## src/rtl/fib_req_scheduler.sv

```systemverilog
// Round-robin request scheduler feeding an iterative Fibonacci engine (one add per cycle).
// Build option FIB_OVF_SAT_EN: saturate result to all ones when any addition overflowed.
module fib_req_scheduler #(
  parameter int WIDTH = 8,
  parameter int NREQ  = 4,
  localparam int IDW  = $clog2(NREQ)
) (
  input  logic                  clk,
  input  logic                  rst,
  input  logic [NREQ-1:0]       req,
  input  logic [NREQ*WIDTH-1:0] n_in,
  output logic [NREQ-1:0]       gnt,
  output logic                  busy,
  output logic                  done,
  output logic [IDW-1:0]        done_id,
  output logic [WIDTH-1:0]      result,
  output logic                  ovf
);

`ifdef FIB_OVF_SAT_EN
  localparam bit SAT_EN = 1'b1;
`else
  localparam bit SAT_EN = 1'b0;
`endif

  typedef enum logic [1:0] {IDLE, CALC, DONE} state_t;

  state_t           state;
  logic [IDW-1:0]   last_id;
  logic [IDW-1:0]   id_lat;
  logic [IDW-1:0]   pick_id;
  logic             pick_vld;
  logic [WIDTH-1:0] n_sel;
  logic [WIDTH-1:0] n_lat;
  logic [WIDTH-1:0] cnt;
  logic [WIDTH-1:0] a;
  logic [WIDTH-1:0] b;
  logic [WIDTH:0]   sum;
  logic             ovf_int;

  function automatic logic [WIDTH-1:0] fmt_result(input logic [WIDTH-1:0] n_val,
                                                  input logic [WIDTH-1:0] b_val,
                                                  input logic             ov_val);
    if (n_val == '0) return '0;
    if (ov_val && SAT_EN) return '1;
    return b_val;
  endfunction

  // Search starts just after the last grant; descending loop lets the nearest index win.
  always_comb begin
    pick_vld = 1'b0;
    pick_id  = '0;
    for (int k = NREQ; k >= 1; k--) begin
      if (req[IDW'((int'(last_id) + k) % NREQ)]) begin
        pick_vld = 1'b1;
        pick_id  = IDW'((int'(last_id) + k) % NREQ);
      end
    end
  end

  always_comb begin
    n_sel = '0;
    for (int i = 0; i < NREQ; i++) begin
      if (pick_id == IDW'(i)) n_sel = n_in[i*WIDTH +: WIDTH];
    end
  end

  assign sum = {1'b0, a} + {1'b0, b};

  always_ff @(posedge clk) begin
    if (rst) begin
      state   <= IDLE;
      last_id <= IDW'(NREQ - 1);
      gnt     <= '0;
      busy    <= 1'b0;
      done    <= 1'b0;
      done_id <= '0;
      result  <= '0;
      ovf     <= 1'b0;
      ovf_int <= 1'b0;
    end else begin
      case (state)
        IDLE: begin
          if (pick_vld) begin
            state   <= CALC;
            gnt     <= NREQ'(1) << pick_id;
            busy    <= 1'b1;
            last_id <= pick_id;
            id_lat  <= pick_id;
            n_lat   <= n_sel;
            cnt     <= n_sel;
            a       <= '0;
            b       <= WIDTH'(1);
            ovf_int <= 1'b0;
          end
        end
        CALC: begin
          gnt <= '0;
          if (cnt < WIDTH'(2)) begin
            state   <= DONE;
            done    <= 1'b1;
            done_id <= id_lat;
            result  <= fmt_result(n_lat, b, ovf_int);
            ovf     <= ovf_int;
          end else begin
            a   <= b;
            b   <= sum[WIDTH-1:0];
            cnt <= cnt - WIDTH'(1);
            if (sum[WIDTH]) ovf_int <= 1'b1;
          end
        end
        DONE: begin
          state <= IDLE;
          done  <= 1'b0;
          busy  <= 1'b0;
        end
        default: state <= IDLE;
      endcase
    end
  end

endmodule

```

## config.mk

```make
export PLATFORM = sky130hd
export DESIGN_NAME = fib_req_scheduler
export DESIGN_NICKNAME = d
export VERILOG_FILES = /design/src/rtl/fib_req_scheduler.sv
export SDC_FILE = /design/constraint.sdc
export NUM_CORES = 1
export LEC_CHECK = 0
export CAP_MARGIN = 0
export CORE_ASPECT_RATIO = 1.75
export CORE_UTILIZATION = 50
export DETAILED_ROUTE_END_ITERATION = 12
export GPL_TIMING_DRIVEN = 0
export PLACE_DENSITY = 0.77
export SYNTH_ARGS = -nofsm -noshare
export SYNTH_HDL_FRONTEND = slang
export SYNTH_SLANG_ARGS = --single-unit
```

## constraint.sdc

```tcl
create_clock -name clk -period 3.92 [get_ports clk]
set_input_delay 0.784 -clock clk [delete_from_list [all_inputs] [get_ports clk]]
set_output_delay 0.784 -clock clk [all_outputs]
set_load 0.005 [all_outputs]
```

==> results of run 1 <==
[logic make-up (layout without fill, tap and decap cells)]
| group | count (synthesis) | after routing |
|---|---|---|
| compound gates | 84 | 84 |
| xor+xnor | 10 | 10 |
| fa+ha+maj | 10 | 10 |
| buf+inv | 28 | 91 |
| flops | 56 | 56 |
| mux | 8 | 8 |
| simple gates | 70 | 70 |
[layer usage]
metal	wire length, um	share of wire [%]
met5	0	0
met3	172	2.7
met2	3530	55
met1	2540	40
met4	170	2.7
[flip-flops by register name, indices dropped and copies added (netlist names)]
signal   count
done_id      2
state        2
result       8
busy         1
done         1
n_lat        8
cnt          8
a            8
gnt          4
ovf          1
last_id      2
b            8
ovf_int      1
id_lat       2
[layout make-up]
class	count	area, um2
repair buffers	55	568
clock inverters	1	3.75
inverters	15	56.3
well taps	76	95.1
clock buffers	7	86.3
fillers	501	1910
flip-flops and latches	56	1460
plain buffers	13	76.3
multi-input cells	182	1330
[cell usage after synthesis, types with 2 or more instances]
cell / count
a2111oi_0: 9
a211o_1: 10
a211oi_1: 7
a21boi_0: 8
a21o_1: 2
a21oi_1: 12
a221oi_1: 2
a22o_1: 9
a22o_2: 2
a31oi_1: 8
and2_1: 9
buf_2: 5
clkbuf_1: 5
dfxtp_1: 22
edfxtp_1: 34
ha_1: 9
inv_1: 14
mux2i_1: 8
nand2_1: 2
nand2b_1: 3
nand3_1: 8
nor2_1: 24
nor2b_1: 4
nor3_1: 4
nor4_1: 3
o21ai_0: 4
o21bai_1: 2
or2_2: 2
or3_1: 3
or3_4: 2
xnor2_1: 4
xor2_1: 6
[layout by cell type (no fill, tap or decap), types with 3 or more instances in the layout]
| master | Yosys | layout |
|---|---|---|
| a2111oi_0 | 9 | 9 |
| a211o_1 | 10 | 10 |
| a211oi_1 | 7 | 7 |
| a21boi_0 | 8 | 8 |
| a21oi_1 | 12 | 11 |
| a22o_1 | 9 | 9 |
| a31oi_1 | 8 | 8 |
| and2_1 | 9 | 9 |
| buf_2 | 5 | 5 |
| clkbuf_1 | 5 | 6 |
| clkbuf_8 | 1 | 7 |
| clkdlybuf4s50_1 | 0 | 54 |
| dfxtp_1 | 22 | 22 |
| edfxtp_1 | 34 | 34 |
| ha_1 | 9 | 9 |
| inv_1 | 14 | 14 |
| mux2i_1 | 8 | 8 |
| nand2b_1 | 3 | 3 |
| nand3_1 | 8 | 8 |
| nor2_1 | 24 | 24 |
| nor2b_1 | 4 | 4 |
| nor3_1 | 4 | 4 |
| nor4_1 | 3 | 3 |
| o21ai_0 | 4 | 4 |
| or3_1 | 3 | 3 |
| xnor2_1 | 4 | 4 |
| xor2_1 | 6 | 6 |
[metrics by stage]
step	cell area [um2]	setup WS, ps
2_1_floorplan	2920	916
3_3_place_gp	3560	-262
3_5_place_dp	3590	738
4_1_cts	3680	1070
5_1_grt	3680	865
6_report	3680	1070
[report_power, final]
group | internal [mW] | switching [mW] | leakage (nW)
logic | 0.166 | 0.183 | 0.838
registers | 0.693 | 0.0330 | 0.506
clock network | 0.142 | 0.183 | 0.0459
total | 1.00 | 0.399 | 1.39
[critical path, delay by kind of cell]
family / cells / cell delay [ps]
buf+inv: 2 / 800
simple gates: 3 / 1210
[worst paths after layout]
kind | endpoint | from | depth (start not counted) | slack (ps)
min reg2reg | busy$_SDFFE_PP0P_ | busy$_SDFFE_PP0P_ | 1 | 480
max | n_lat[7]$_DFFE_PP_ | req[1] | 5 | 1070
min | busy$_SDFFE_PP0P_ | busy$_SDFFE_PP0P_ | 1 | 480
max reg2reg | a[5]$_SDFFCE_PN0P_ | cnt[3]$_DFFE_PP_ | 5 | 1500
==> qor.yml, run 1 <==
ctsHoldBuffers: 0
crit_slowest_cell: "nor2_1"
pin_count: 55
clkTransAtPathRegs_ps: 90
die_area_um2: 6160
maxSlewHeadroom_pct: 40.9
io_buffers: 54
fmax_mhz: 351
grt_use_total_pct: 22.5
synth_top_cell_by_area: "edfxtp_1"
start_util_pct: 52.3
ant_nets: 0
synthSimpleGateAreaFrac_pct: 13.2
setup_viol: 0
p_total_mw: 1.40
path_cells: "clkdlybuf4s50_1 > nor4_1 > or3_1 > clkbuf_1 > nor2_1"
top_usage_layer: "met2"
startpoint_type: "input port"
utilization_pct: 65.8
syn_inst: 266
num_rows: 36
firstDrtPassIters: 4
tightestPinTransition_ps: 884
cts_setup_buffers: 0
grt_pass1_vias: 2229
root_buffer: "clkbuf_8"
status: "finished, final reports clean"
gr-usage-met3_pct: 3.01
syn_area_per_cell_um2: 11.0
drive_gt1_share_pct: 8.81
grt_max_degree: 18
async_reset_ff_share_pct: 0
fin_crit_sh_pct: 72.7
cpPeakStageDelay_ps: 730
cts_buffers: 5
cts.sinks: 56
synth_cell_type_count: 52
antenna_found_initial: 0
cp.required_ps: 3860
fin_setup_tns_ps: 0
hold_viol: 0
ys.flop_type: "edfxtp_1"
cts_max_level: 2
crit_fanout: 10
synth.area.top_cells: "edfxtp_1 35%, dfxtp_1 15%, ha_1 3.9%, nor2_1 3.1%, a211o_1 3.0%"
avgRoutedWirePerCell_um: 15.8
rsz0062_at_grt: "false"
drc: 0
finalNonFillerCells: 405
vias: 2287
synth_seq_cells: 56
synth_fa_ha_area_share_pct: 4.54
dp_hpwl_um: 4970
end_kind: "register"
vias_per_cell: 5.65
synth_compound_area_share_pct: 21.9
holdWs_ps: 476
syn_area_um2: 2920
synth_nets: 314
period_needed_ps: 2850
num_antenna_cells: 0
met1_usage_pct: 24.1
hold_class: "reg -> reg"
die_x_um: 59.8
grt_first_pass_wirelength_um: 10300
ir_worst_vdd_mv: 0.195
cellLeakagePower_nw: 1.39
yosys.area.top_type_share_pct: 35.0
coreArea_um2: 5590
clk_path_buf_depth: 2
gp_congestion: 0.788
use_met2_pct: 42.1
placed_cells: 397
ys_warn_count: 0
powerDensity_nw_per_um2: 381
drv_cap: 0
cp_data_arrival_time_ps: 2790
fin_skew_ps: 6.19
wl_um: 6410
synth-edff-count: 34
grt_remaining_overflow: 0
synth-xor-area-share_pct: 3.00
syn2layout_area_growth_pct: 25.9
finalMaxSlewViolations: 0
fin_nets: 376
cts_resized: 0
worstSkewPairLatency_ps: 310
synth_top_family_by_area: "compound AO/OA/AOI/OAI gates"
die_h_um: 103
muxShareOfSynthArea_pct: 2.74
worst-setup-path-type: "in -> reg"
drtIter0Drc: 67
cts_tree: "yes"
ys_seq_area_share_pct: 50.0
Power figures use the tool's default switching activity.
==> run 2, diff against run 1 <==
clock period = 2.9 ns   (was 3.92 ns; I/O delays follow)
==> results of run 2 <==
Same layout as run 1 (identical final DEF). Status: finished, final reports clean.
Among the figures that moved: setup slack after placement 738 ps -> -78.3 ps; setup slack after layout 1070 ps -> 253 ps; register-to-register setup slack 1500 ps -> 480 ps; total power 1.40 mW -> 1.89 mW; worst IR drop on VDD 0.195 mV -> 0.263 mV
